File: src/rtl/seq_match_pkg.sv
// Shared types and helpers for the serial pattern match controller.
package seq_match_pkg;

    localparam int LEN_W  = 4;
    localparam int MASK_W = 15;

    typedef enum logic [1:0] {
        ST_IDLE = 2'd0,
        ST_RUN  = 2'd1,
        ST_DONE = 2'd2
    } state_t;

    // Ones in the low 'len' bit positions; len = 15 yields all ones.
    function automatic logic [MASK_W-1:0] len_mask(input logic [LEN_W-1:0] len);
        return MASK_W'((16'(1) << len) - 16'(1));
    endfunction

endpackage

File: src/rtl/seq_match_if.sv
// Configuration, control and serial data bundle between host and match controller.
interface seq_match_if #(
    parameter int MAXLEN = 8,
    parameter int CNT_W  = 8
);
    logic                            cfg_valid;
    logic                            cfg_ready;
    logic [MAXLEN-1:0]               cfg_pattern;
    logic [seq_match_pkg::LEN_W-1:0] cfg_len;
    logic [CNT_W-1:0]                cfg_target;
    logic                            cfg_err;
    logic                            start;
    logic                            abort;
    logic                            data_valid;
    logic                            data;
    logic                            match;
    logic [CNT_W-1:0]                match_cnt;
    logic                            busy;
    logic                            done;

    modport master (
        output cfg_valid, cfg_pattern, cfg_len, cfg_target, start, abort, data_valid, data,
        input  cfg_ready, cfg_err, match, match_cnt, busy, done
    );

    modport slave (
        input  cfg_valid, cfg_pattern, cfg_len, cfg_target, start, abort, data_valid, data,
        output cfg_ready, cfg_err, match, match_cnt, busy, done
    );
endinterface

File: src/rtl/seq_shift_match.sv
// Serial history register with fill tracking and a length-masked pattern compare.
module seq_shift_match
    import seq_match_pkg::*;
#(
    parameter int MAXLEN = 8
) (
    input  logic              clk,
    input  logic              rst,
    input  logic              i_en,
    input  logic              i_clr,
    input  logic              i_bit,
    input  logic [MAXLEN-1:0] i_pattern,
    input  logic [LEN_W-1:0]  i_len,
    output logic              o_hit
);

    // Only MAXLEN-1 bits need storing: the compare window includes the incoming bit.
    logic [MAXLEN-2:0] r_hist;
    logic [LEN_W-1:0]  r_fill;

    logic [MAXLEN-1:0] w_hist_next;
    logic [MAXLEN-1:0] w_mask;
    logic [LEN_W:0]    w_fill_inc;
    logic              w_full;

    assign w_hist_next = {r_hist, i_bit};
    assign w_mask      = MAXLEN'(len_mask(i_len));
    assign w_fill_inc  = {1'b0, r_fill} + (LEN_W+1)'(1);
    assign w_full      = (w_fill_inc >= {1'b0, i_len});
    assign o_hit       = i_en && w_full && (((w_hist_next ^ i_pattern) & w_mask) == '0);

    always_ff @(posedge clk or posedge rst) begin
        if (rst) begin
            r_hist <= '0;
            r_fill <= '0;
        end else if (i_clr) begin
            r_hist <= '0;
            r_fill <= '0;
        end else if (i_en) begin
            r_hist <= w_hist_next[MAXLEN-2:0];
            r_fill <= w_full ? i_len : w_fill_inc[LEN_W-1:0];
        end
    end

endmodule

File: src/rtl/seq_match_ctrl.sv
// Reconfigurable serial pattern match controller: config latch, run FSM, match counter.
module seq_match_ctrl
    import seq_match_pkg::*;
#(
    parameter int MAXLEN = 8,
    parameter int CNT_W  = 8
) (
    input logic        clk,
    input logic        rst,
    seq_match_if.slave bus
);

    state_t            r_state;
    state_t            w_state_nxt;
    logic [MAXLEN-1:0] r_pattern;
    logic [LEN_W-1:0]  r_len;
    logic [CNT_W-1:0]  r_target;
    logic              r_cfg_ok;
    logic [CNT_W-1:0]  r_cnt;
    logic              r_match;
    logic              r_cfg_err;
    logic              r_cfg_ready;
    logic              r_busy;
    logic              r_done;

    logic              w_run;
    logic              w_cfg_hs;
    logic              w_len_ok;
    logic              w_sh_en;
    logic              w_arm;
    logic              w_hit;
    logic              w_final;
    logic [CNT_W-1:0]  w_cnt_inc;
    logic [CNT_W-1:0]  w_cnt_nxt;
    logic              w_busy_nxt;
    logic              w_done_nxt;
    logic              w_ready_nxt;
    logic              w_err_nxt;

    assign w_run     = (r_state == ST_RUN);
    assign w_cfg_hs  = bus.cfg_valid && !w_run;
    assign w_len_ok  = (bus.cfg_len != '0) && (bus.cfg_len <= LEN_W'(MAXLEN));
    // Abort suppresses the shift so a completing bit cannot produce a match.
    assign w_sh_en   = w_run && bus.data_valid && !bus.abort;
    assign w_arm     = !w_run && (w_state_nxt == ST_RUN);
    assign w_cnt_inc = r_cnt + CNT_W'(1);
    assign w_final   = w_hit && (r_target != '0) && (w_cnt_inc == r_target);

    seq_shift_match #(
        .MAXLEN (MAXLEN)
    ) u_shift (
        .clk       (clk),
        .rst       (rst),
        .i_en      (w_sh_en),
        .i_clr     (w_arm),
        .i_bit     (bus.data),
        .i_pattern (r_pattern),
        .i_len     (r_len),
        .o_hit     (w_hit)
    );

    always_ff @(posedge clk or posedge rst) begin
        if (rst) r_state <= ST_IDLE;
        else     r_state <= w_state_nxt;
    end

    // A config handshake takes priority over start; abort overrides both.
    always_comb begin
        w_state_nxt = r_state;
        case (r_state)
            ST_IDLE, ST_DONE: begin
                if (bus.abort || w_cfg_hs)       w_state_nxt = ST_IDLE;
                else if (bus.start && r_cfg_ok)  w_state_nxt = ST_RUN;
            end
            ST_RUN: begin
                if (bus.abort)    w_state_nxt = ST_IDLE;
                else if (w_final) w_state_nxt = ST_DONE;
            end
            default: w_state_nxt = ST_IDLE;
        endcase
    end

    always_comb begin
        w_busy_nxt  = (w_state_nxt == ST_RUN);
        w_done_nxt  = (w_state_nxt == ST_DONE);
        w_ready_nxt = (w_state_nxt != ST_RUN);
        w_err_nxt   = w_cfg_hs && !w_len_ok;
        w_cnt_nxt   = r_cnt;
        if (w_arm)      w_cnt_nxt = '0;
        else if (w_hit) w_cnt_nxt = w_cnt_inc;
    end

    always_ff @(posedge clk or posedge rst) begin
        if (rst) begin
            r_cnt       <= '0;
            r_match     <= 1'b0;
            r_cfg_err   <= 1'b0;
            r_cfg_ready <= 1'b1;
            r_busy      <= 1'b0;
            r_done      <= 1'b0;
        end else begin
            r_cnt       <= w_cnt_nxt;
            r_match     <= w_hit;
            r_cfg_err   <= w_err_nxt;
            r_cfg_ready <= w_ready_nxt;
            r_busy      <= w_busy_nxt;
            r_done      <= w_done_nxt;
        end
    end

    always_ff @(posedge clk or posedge rst) begin
        if (rst) begin
            r_pattern <= '0;
            r_len     <= '0;
            r_target  <= '0;
            r_cfg_ok  <= 1'b0;
        end else if (w_cfg_hs && w_len_ok) begin
            r_pattern <= bus.cfg_pattern;
            r_len     <= bus.cfg_len;
            r_target  <= bus.cfg_target;
            r_cfg_ok  <= 1'b1;
        end
    end

    assign bus.cfg_ready = r_cfg_ready;
    assign bus.cfg_err   = r_cfg_err;
    assign bus.match     = r_match;
    assign bus.match_cnt = r_cnt;
    assign bus.busy      = r_busy;
    assign bus.done      = r_done;

endmodule

File: src/flat_wrapper.sv
// flat-port wrapper written by rule: the top's interface ports become plain ports
module seq_match_ctrl_flat import seq_match_pkg::*;
#(
    parameter int MAXLEN = 8,
    parameter int CNT_W  = 8
)
  (clk, rst, bus_cfg_valid, bus_cfg_pattern, bus_cfg_len, bus_cfg_target, bus_start, bus_abort, bus_data_valid, bus_data, bus_cfg_ready, bus_cfg_err, bus_match, bus_match_cnt, bus_busy, bus_done);
  seq_match_if #(.MAXLEN(MAXLEN), .CNT_W(CNT_W)) bus_i ();
  input logic clk;
  input logic rst;
  input wire logic [$bits(bus_i.cfg_valid)-1:0] bus_cfg_valid;
  input wire logic [$bits(bus_i.cfg_pattern)-1:0] bus_cfg_pattern;
  input wire logic [$bits(bus_i.cfg_len)-1:0] bus_cfg_len;
  input wire logic [$bits(bus_i.cfg_target)-1:0] bus_cfg_target;
  input wire logic [$bits(bus_i.start)-1:0] bus_start;
  input wire logic [$bits(bus_i.abort)-1:0] bus_abort;
  input wire logic [$bits(bus_i.data_valid)-1:0] bus_data_valid;
  input wire logic [$bits(bus_i.data)-1:0] bus_data;
  output wire logic [$bits(bus_i.cfg_ready)-1:0] bus_cfg_ready;
  output wire logic [$bits(bus_i.cfg_err)-1:0] bus_cfg_err;
  output wire logic [$bits(bus_i.match)-1:0] bus_match;
  output wire logic [$bits(bus_i.match_cnt)-1:0] bus_match_cnt;
  output wire logic [$bits(bus_i.busy)-1:0] bus_busy;
  output wire logic [$bits(bus_i.done)-1:0] bus_done;
  assign bus_i.cfg_valid = bus_cfg_valid;
  assign bus_i.cfg_pattern = bus_cfg_pattern;
  assign bus_i.cfg_len = bus_cfg_len;
  assign bus_i.cfg_target = bus_cfg_target;
  assign bus_i.start = bus_start;
  assign bus_i.abort = bus_abort;
  assign bus_i.data_valid = bus_data_valid;
  assign bus_i.data = bus_data;
  assign bus_cfg_ready = bus_i.cfg_ready;
  assign bus_cfg_err = bus_i.cfg_err;
  assign bus_match = bus_i.match;
  assign bus_match_cnt = bus_i.match_cnt;
  assign bus_busy = bus_i.busy;
  assign bus_done = bus_i.done;
  seq_match_ctrl #(.MAXLEN(MAXLEN), .CNT_W(CNT_W)) u_core (.clk(clk), .rst(rst), .bus(bus_i));
endmodule
File: config.mk
export PLATFORM = sky130hd
export DESIGN_NAME = seq_match_ctrl_flat
export DESIGN_NICKNAME = d
export VERILOG_FILES = /design/src/rtl/seq_match_pkg.sv /design/src/rtl/seq_match_if.sv /design/src/rtl/seq_shift_match.sv /design/src/rtl/seq_match_ctrl.sv /design/src/flat_wrapper.sv
export SDC_FILE = /design/constraint.sdc
export NUM_CORES = 1
export LEC_CHECK = 0
export BUFFER_PORTS_ARGS = -buffer_cell sky130_fd_sc_hd__buf_4
export CAP_MARGIN = 20
export CORE_UTILIZATION = 55
export CTS_BUF_LIST = sky130_fd_sc_hd__clkbuf_16
export DETAILED_ROUTE_END_ITERATION = 7
export HOLD_SLACK_MARGIN = 0.03
export PLACE_DENSITY = 0.79
export SLEW_MARGIN = 20
export SYNTH_ARGS = -nofsm -noshare
export SYNTH_HDL_FRONTEND = slang
export SYNTH_SLANG_ARGS = --single-unit
File: constraint.sdc
create_clock -name clk -period 2.95 [get_ports clk]
set_input_delay 0.885 -clock clk [delete_from_list [all_inputs] [get_ports clk]]
set_output_delay 0.885 -clock clk [all_outputs]
set_load 0.02 [all_outputs]
After elaboration in Yosys (flattened, before gate mapping)
Index checks and enable logic that the tools add are counted.

storage, ports and cells
  input bits = 27
  logic and storage cells = 62
  register bits after elaboration = 47

operators by class
  shift-type cells = 1
  bitwise operators = 2
  add/sub/neg operators = 3
  mux-type cells = 12
  order comparisons = 2
  eq/ne operators = 6
  reductions and logical operators = 23

operators with widths
  operator                                               number
  2-to-1 mux 8 bit                                       2
  2-to-1 mux 7 bit                                       2
  logical AND 1 bit                                      12
  2-to-1 mux 4 bit                                       3
  adder 8 x 1 -> 8 bit, second input constant            1
  bitwise AND 8 bit                                      1
  equality test 8 bit                                    1
  zero test 8 bit                                        1
  2-to-1 mux 2 bit                                       4
  nonzero test 8 bit                                     1
  << shifter 1 x 4 -> 8 bit, first input constant        1
  subtractor 8 x 2 -> 8 bit, second input constant       1
  XOR 8 bit                                              1
  adder 4 x 1 -> 5 bit, second input constant            1
  >= comparator 5 x 4 -> 1 bit                           1
  equality test 2 x 1 -> 1 bit, second input constant    2
  equality test 2 bit, second input constant             2
  <= comparator 4 bit, second input constant             1
  case mux 2 bit (2 select lines)                        1
  nonzero test 2 bit                                     2
  nonzero test 4 bit                                     1
  zero test 1 bit                                        3
  zero test 2 bit                                        1
  inequality test 2 x 1 -> 1 bit, second input constant  1
  2 further kinds                                        2

Longest topological paths before layout
Gate-level depths: netlist (run 1).

  word-level depth = 13
  gate-level depth with buffers = 10
  gate-level depth less buffers = 9

Modules after synthesis
A second synthesis (run 1) with hierarchy kept.

unflattened totals
  cells, all modules = 239
  area, all modules = 2,555.0 um2

by module, submodules not included
  module           instances  seq. area each (um2)  cells each  area each (um2)
  seq_match_ctrl   1          902.1                 140         1,657.8
  seq_shift_match  1          275.3                 99          897.1

Worst setup path before layout (run 1)
No wires, ideal clock.

  kind = input -> register
  start = in bus_abort
  end = reg u_core.r_cnt[7] (netlist: u_core.bus.match_cnt[7])
  stages on the path = 6
  setup time = 66 ps
  arrival time = 2,466 ps
  setup slack = 418 ps
  cells stage by stage = and4bb_2 > o221ai_1 > a221o_2 > nor4b_4 > or4b_1 > nand2_1

on the way
  cells in the longest elaborated chain, start to end = 12
  elaborated cells between the ends (all ways) = 15
  classes of those cells = eq/ne (1); mux (5); reduce/logical (9)

RTL lines
  element                                                 RTL line               source
  start, declared                                         flat_wrapper.sv:16     input wire logic [$bits(bus_i.abort)-1:0] bus_abort;
  zero test 1 bit                                         seq_match_ctrl.sv:44   assign w_sh_en = w_run && bus.data_valid && !bus.abort;
  logical AND 1 bit                                       seq_match_ctrl.sv:44
  logical AND 1 bit (2 in a row)                          seq_shift_match.sv:30  assign o_hit = i_en && w_full && (((w_hist_next ^ i_pattern) & w_mask) == '0);
  logical AND 1 bit (2 in a row)                          seq_match_ctrl.sv:47   assign w_final = w_hit && (r_target != '0) && (w_cnt_inc == r_target);
  2-to-1 mux 2 bit                                        seq_match_ctrl.sv:77   else if (w_final) w_state_nxt = ST_DONE;
  2-to-1 mux 2 bit                                        seq_match_ctrl.sv:76   if (bus.abort) w_state_nxt = ST_IDLE;
  case mux 2 bit (2 select lines)                         seq_match_ctrl.sv:70   case (r_state)
  equality test 2 x 1 -> 1 bit                            seq_match_ctrl.sv:45   assign w_arm = !w_run && (w_state_nxt == ST_RUN);
  logical AND 1 bit                                       seq_match_ctrl.sv:45
  2-to-1 mux 8 bit or nonzero test 2 bit (tied branches)  --
  end signal, assigned                                    seq_match_ctrl.sv:102  r_cnt <= w_cnt_nxt;
  end, declared                                           seq_match_ctrl.sv:19   logic [CNT_W-1:0] r_cnt;

Several ways; a longest one is shown, not always the timed one.
A chain may end at the register's enable or synchronous reset.

Worst setup path after layout (run 1)
  start = reg u_core.r_len[2]
  end = reg u_core.r_cnt[7] (netlist: u_core.bus.match_cnt[7])

on the way
  cells in the longest elaborated chain, start to end = 13
  elaborated cells between the ends (all ways) = 16
  classes of those cells = add/sub (1); order compare (1); eq/ne (1); shift (1); mux (4); bitwise (1); reduce/logical (7)

RTL lines
  element                                                 RTL line               source
  start, declared                                         seq_match_ctrl.sv:16   logic [LEN_W-1:0] r_len;
  start signal, assigned                                  seq_match_ctrl.sv:119  r_len <= bus.cfg_len;
  << shifter 1 x 4 -> 8 bit                               seq_match_pkg.sv:15    return MASK_W'((16'(1) << len) - 16'(1));
  subtractor 8 x 2 -> 8 bit                               seq_match_pkg.sv:15
  bitwise AND 8 bit                                       seq_shift_match.sv:30
  zero test 8 bit                                         seq_shift_match.sv:30
  logical AND 1 bit *                                     seq_shift_match.sv:30
  logical AND 1 bit (2 in a row)                          seq_match_ctrl.sv:47
  2-to-1 mux 2 bit                                        seq_match_ctrl.sv:77
  2-to-1 mux 2 bit                                        seq_match_ctrl.sv:76
  case mux 2 bit (2 select lines)                         seq_match_ctrl.sv:70
  equality test 2 x 1 -> 1 bit                            seq_match_ctrl.sv:45
  logical AND 1 bit                                       seq_match_ctrl.sv:45
  2-to-1 mux 8 bit or nonzero test 2 bit (tied branches)  --

Every way passes the cells marked *; elsewhere a longest branch is shown, timed or not.

==> results of run 1 <==
-- cell type report --
cell class	instances	area [sq um]	area share, %
Sequential cell	47	1180	37.5
Tap cell	52	65.1	2.08
Timing Repair Buffer	47	378	12.1
Clock inverter	3	38.8	1.24
Multi-Input combinational cell	186	1330	42.3
Inverter	7	26.3	0.838
Clock buffer	5	125	3.99
-- worst max-delay path by stage --
| stage | end | slack, ns | depth (start not counted) |
|---|---|---|---|
| final | u_core.bus.match_cnt[7]$_DFFE_PP0P_ | 0.18 | 9 |
| after global routing | u_core.bus.match_cnt[6]$_DFFE_PP0P_ | 0.09 | 9 |
| after CTS | u_core.bus.match_cnt[7]$_DFFE_PP0P_ | 0.24 | 9 |
| after detailed placement | u_core.bus.match_cnt[7]$_DFFE_PP0P_ | 0.14 | 8 |
| after global placement | u_core.bus.match_cnt[7]$_DFFE_PP0P_ | 0.15 | 8 |
| after floorplan | u_core.bus.match_cnt[7]$_DFFE_PP0P_ | 0.42 | 6 |
-- through the flow --
step	hold slack, ns	area (sq um)
after detailed placement	0.461	2970
after global routing	0.527	3140
after floorplan	0.435	2580
final	0.487	3140
after CTS	0.479	3140
after global placement	0.458	2970
-- cells in the final DEF, fill, tap and decap left out, types with 6 or more instances in the layout --
cell type  netlist  final
a21oi_1         17     17
dfrtp_1         46     46
nor2_1          12     12
ha_1             7      7
mux2_2          22     22
nand2_1         30     30
inv_1            7      6
o21ai_0          9      9
nand3_1          6      6
xnor2_1         10     10
buf_4            0     45
xor2_1           8      8
nor3_1           6      6
-- critical path: stages (launching register included) --
cell and delay (ns):
dfrtp_1 0.46, nor3_1 0.29, nand2b_1 0.13, ha_1 0.26, xor2_1 0.17, a221o_2 0.40
nor4b_4 0.31, buf_12 0.18, or4b_1 0.43, nand2_1 0.07
-- per-layer routing --
| layer | vias to the layer above | track usage [%] | wire length (um) |
|---|---|---|---|
| met5 | - | 0 | 0 |
| met4 | 0 | 7.94 | 75 |
| met3 | 9 | 5.92 | 234 |
| met2 | 51 | 40.8 | 2670 |
| met1 | 1006 | 31.9 | 2580 |
| li1 | 993 | - | - |
-- report_power, final --
| group | total (uW) | internal (uW) | switching [uW] |
|---|---|---|---|
| Clock | 633 | 395 | 237 |
| Combinational | 546 | 280 | 266 |
| Sequential | 844 | 738 | 105 |
-- flip-flops by register name, summed over array words and instances, names as in the netlist --
| name | flops |
|---|---|
| u_core.bus.busy | 1 |
| u_core.bus.cfg_err | 1 |
| u_core.bus.cfg_ready | 1 |
| u_core.bus.done | 1 |
| u_core.bus.match | 1 |
| u_core.bus.match_cnt | 8 |
| u_core.r_cfg_ok | 1 |
| u_core.r_len | 4 |
| u_core.r_pattern | 8 |
| u_core.r_state | 2 |
| u_core.r_target | 8 |
| u_core.u_shift.r_fill | 4 |
| u_core.u_shift.r_hist | 7 |
-- cells by family after synthesis --
family / synth area share (%)
buffers and inverters: 3.05
adder cells (fa/ha/maj): 3.39
XOR/XNOR: 6.11
AO/OA/AOI/OAI: 13.7
multiplexers: 10.8
AND/OR/NAND/NOR: 17.4
flip-flops: 45.6
==> metrics, run 1 <==
Slew Limit Headroom 60.6%; Finished Core Util 70.6%; critical path class reg2reg; CP startpoint kind flop; num ports 40; Fillers 351; Async S/R FF share, synth 100%; WP data required 3.18 ns; ANT nets after route 0; Root Driver clkbuf_16; Die Wd 70.5 um; Tot Pwr 2020 uW; FF-to-FF Start u_core.r_len[2]$_DFFE_PP0P_; Synth area leader dfrtp_1; area share of the largest cell type after synthesis 44.6%; setup_tns 0 ns; hold depth 1; Syn Area/Cell 10.3 sq um; H-tree depth 2; PortBufs 39; violation count after the first detailed-route iteration 135; CTS tree done; Net count, final 328; post-synthesis instance total 251; GRT Overall Usage 24.6%; clk buf depth 2; clk slew on worst S/H paths 0.06 ns; Final Wtd Congestion 0.869; status finished, violations left; fin cells 347; CTS hold repair buffers 0; Commonest cells post-synth 46 x dfrtp_1, 30 x nand2_1, 22 x mux2_2, 17 x a21oi_1, 12 x nor2_1; gr ovfl total 0; worst r2r path cells 9; post-synthesis sequential area ratio 45.6%; Die Ht 70.5 um; synthesized area 0.00258 sq mm; vias after detailed routing 2059; Core ar. 0.00444 sq mm; WL final 5560 um; syn nets 285; final max-slew violation count 0; top-count cell post-synth dfrtp_1; Peak VDD IR 0.388 mV; initial antenna violation count 0; cell leakage power 0.00140 uW; Clock Latency Late Sink 0.29 ns; register-to-register setup slack 0.18 ns; Max-cap violations 0; post-layout min period 2.77 ns; # DRC 4; cts repair resizes 0; failing checks design-rule violations; CP Launch Point u_core.r_len[2]$_DFFE_PP0P_; setup ws final 0.182 ns; Cell variety after synth 50; RSZ-0062 raised after global routing no; largest net degree at the start of global routing 29; first-pass GRT wire length 9440 um; Setup Skew 0.00338 ns; FF+latch count, synth 47; Reg2Reg Capture Point u_core.bus.match_cnt[7]$_DFFE_PP0P_; Max Clk Rate 361 MHz; row count 24; length of the first detailed-routing pass in iterations 6; synth top area cells dfrtp_1 45%, mux2_2 9.6%, nand2_1 4.4%; Worst setup EP type flop; Hold Path Sink u_core.r_cfg_ok$_DFFE_PP0P_; EDFF count, synth 0; ys flop type dfrtp_1; share of layout cells above drive strength 1 28.8%; CTS buffer count 5; number of global-route vias before repair 1989; final setup vio count 0; Initial Utilization 58.1%; CP arrival 3.00 ns; CP Max Fanout 13; # diodes 0; Least-Margin Pin Slew 0.591 ns; area growth from synthesis to layout 21.5%; Post-Place Cells 339; dpl hpwl 3930 um; clk sinks 47; post-CTS setup buffers 0; ratio of final minimum period to clock period 93.8%; power per cell area 645 mW/mm^2; setup slack after placement 0.138 ns; Via density 5.93; HP Start u_core.r_cfg_ok$_DFFE_PP0P_; WL per Instance 16.0 um; worst hold path class reg2reg; Syn. warnings 0; Die Area 0.00497 sq mm; Fin. Hold Viols 0
(Power assumes the default switching activity.)
==> run 2, diff against run 1 <==
--- a/config.mk
+++ b/config.mk
@@ -7,6 +7,7 @@
 export LEC_CHECK = 0
 export BUFFER_PORTS_ARGS = -buffer_cell sky130_fd_sc_hd__buf_4
 export CAP_MARGIN = 20
+export CORE_ASPECT_RATIO = 0.9
 export CORE_UTILIZATION = 55
 export CTS_BUF_LIST = sky130_fd_sc_hd__clkbuf_16
 export DETAILED_ROUTE_END_ITERATION = 7
==> metrics, run 2 (synthesized netlist as in run 1, its figures left out) <==
Die Area 0.00497 sq mm (about the same); PortBufs 39 (unchanged); post-layout min period 2.76 ns (-0.0101 ns); sw frac 31.0% (+0.86 points); number of global-route vias before repair 1916 (-3.7%); commonest non-fill, non-tap cell in the layout buf_4; final max-slew violation count 0 (unchanged); Root Driver clkbuf_16; dpl hpwl 4030 um (+2.4%); gr ovfl total 0 (unchanged); Initial Utilization 57.5% (-0.58 points); CP startpoint kind flop; CTS buffer count 5 (unchanged); cell leakage power 0.00139 uW (-0.59%); ratio of final minimum period to clock period 93.5% (-0.34 points); num ports 40 (unchanged); Final Wtd Congestion 0.910 (+4.7%); clk buf depth 2 (unchanged); critical path class reg2reg; Finished Core Util 69.5% (-1.0 points); CP Cell Sequence nor3_2, nand2b_1, ha_1, xor2_1, a221o_2, nor4b_4, buf_12, or4b_1, nand2_1; WHS 0.470 ns (-0.0171 ns); first-pass GRT wire length 9170 um (-2.8%); largest net degree at the start of global routing 27 (-6.9%); ANT nets after route 0 (unchanged); area growth from synthesis to layout 20.9%; net switching power figure 593 uW (-2.6%); slowest CP cell dfrtp_1; initial antenna violation count 0 (unchanged); Least-Margin Pin Slew 0.462 ns (-0.128 ns); setup_tns 0 ns (unchanged); violation count after the first detailed-route iteration 93 (-31%); Clock Latency Late Sink 0.28 ns (about the same); Max Clk Rate 363 MHz (+0.36%); Via density 5.71 (-3.8%); # DRC 0 (-4); Die Wd 74.2 um (+5.3%); Sequential Power Share 44.0% (+2.3 points); Peak VDD IR 0.324 mV (-16%); CP arrival 2.98 ns (-0.02 ns); clock share of power 27.8% (-3.5 points); P_int 1320 uW (-6.5%); Worst setup EP type flop; WP data required 3.17 ns (about the same); row count 23 (-4.2%); clk slew on worst S/H paths 0.06 ns (about the same); CP Max Fanout 13 (unchanged); cts repair resizes 0 (unchanged); Net count, final 329 (+0.30%); commonest cells after routing, fill and taps aside 47 x buf_4, 46 x dfrtp_1, 30 x nand2_1, 22 x mux2_2, 17 x a21oi_1; status finished clean; WL final 5590 um (+0.63%); CP peak stage delay 0.46 ns (about the same); worst hold path class reg2reg; RSZ-0062 raised after global routing no; share of layout cells above drive strength 1 29.1% (+0.24 points); worst path bufs/invs 1 (unchanged); GRT Overall Usage 25.3% (+0.64 points); WL per Instance 15.6 um (-2.5%); Die Ht 67.0 um (-5.0%); final setup vio count 0 (unchanged); length of the first detailed-routing pass in iterations 4 (-2); Fin. Hold Viols 0 (unchanged); H-tree depth 2 (unchanged); post-CTS setup buffers 0 (unchanged); logic gate share of total power 28.2% (+1.2 points); Setup Skew 0.00391 ns (+0.000523 ns); Top delay family on crit path simple AND/OR/NAND/NOR gates; Slew Limit Headroom 68.8% (+8.2 points); Max-cap violations 0 (unchanged); clk sinks 47 (unchanged); vias after detailed routing 2043 (-0.78%); CTS tree done; power per cell area 613 mW/mm^2 (-4.9%); CTS hold repair buffers 0 (unchanged); Core ar. 0.00449 sq mm (+1.0%); # diodes 0 (unchanged)
-- run 2: final cells by class --
| cell class | count | area [sq um] |
|---|---|---|
| timing repair buffer | 48 | 373 |
| inverter | 7 | 26.3 |
| clock buffer | 5 | 125 |
| clock inverter | 3 | 12.5 |
| multi-input combinational | 186 | 1330 |
| tap | 62 | 77.6 |
| sequential | 47 | 1180 |
| fill | 368 | 1370 |
-- run 2: final timing paths --
check,start,endpoint,slack (ns),depth (start not counted)
max,u_core.r_len[2]$_DFFE_PP0P_,u_core.bus.match_cnt[7]$_DFFE_PP0P_,0.19,9
min,u_core.r_cfg_ok$_DFFE_PP0P_,u_core.r_cfg_ok$_DFFE_PP0P_,0.47,1
min reg2reg,u_core.r_cfg_ok$_DFFE_PP0P_,u_core.r_cfg_ok$_DFFE_PP0P_,0.47,1
max reg2reg,u_core.r_len[2]$_DFFE_PP0P_,u_core.bus.match_cnt[7]$_DFFE_PP0P_,0.19,9
min in group asynchronous,rst,u_core.r_target[4]$_DFFE_PP0P_,0.62,2
max in group asynchronous,rst,u_core.bus.cfg_ready$_DFF_PP1_,1.70,3
-- run 2: power groups by stage --
| stage | Clock, uW | Combinational, uW | Sequential, uW |
|---|---|---|---|
| after floorplan | 0 | 376 | 831 |
| after global placement | 0 | 516 | 847 |
| after detailed placement | 0 | 533 | 850 |
| after CTS | 540 | 540 | 840 |
| after global routing | 564 | 605 | 856 |
| final | 532 | 540 | 843 |
-- run 2: metrics by stage --
step | cell area, sq um | total power (uW) | std cells | worst slack (ns)
3_3_place_gp | 2980 | 1360 | 350 | 0.147
4_1_cts | 3120 | 1920 | 358 | 0.136
5_1_grt | 3120 | 2020 | 358 | 0.0754
2_1_floorplan | 2580 | 1210 | 251 | 0.418
6_report | 3120 | 1910 | 358 | 0.192
3_5_place_dp | 2980 | 1380 | 350 | 0.105
-- run 2: layer usage --
layer	GRT usage, %	part of all wire [%]
met3	4.99	4.6
met5	0	0
met4	6.37	1.1
met1	33.2	46
met2	42.6	49
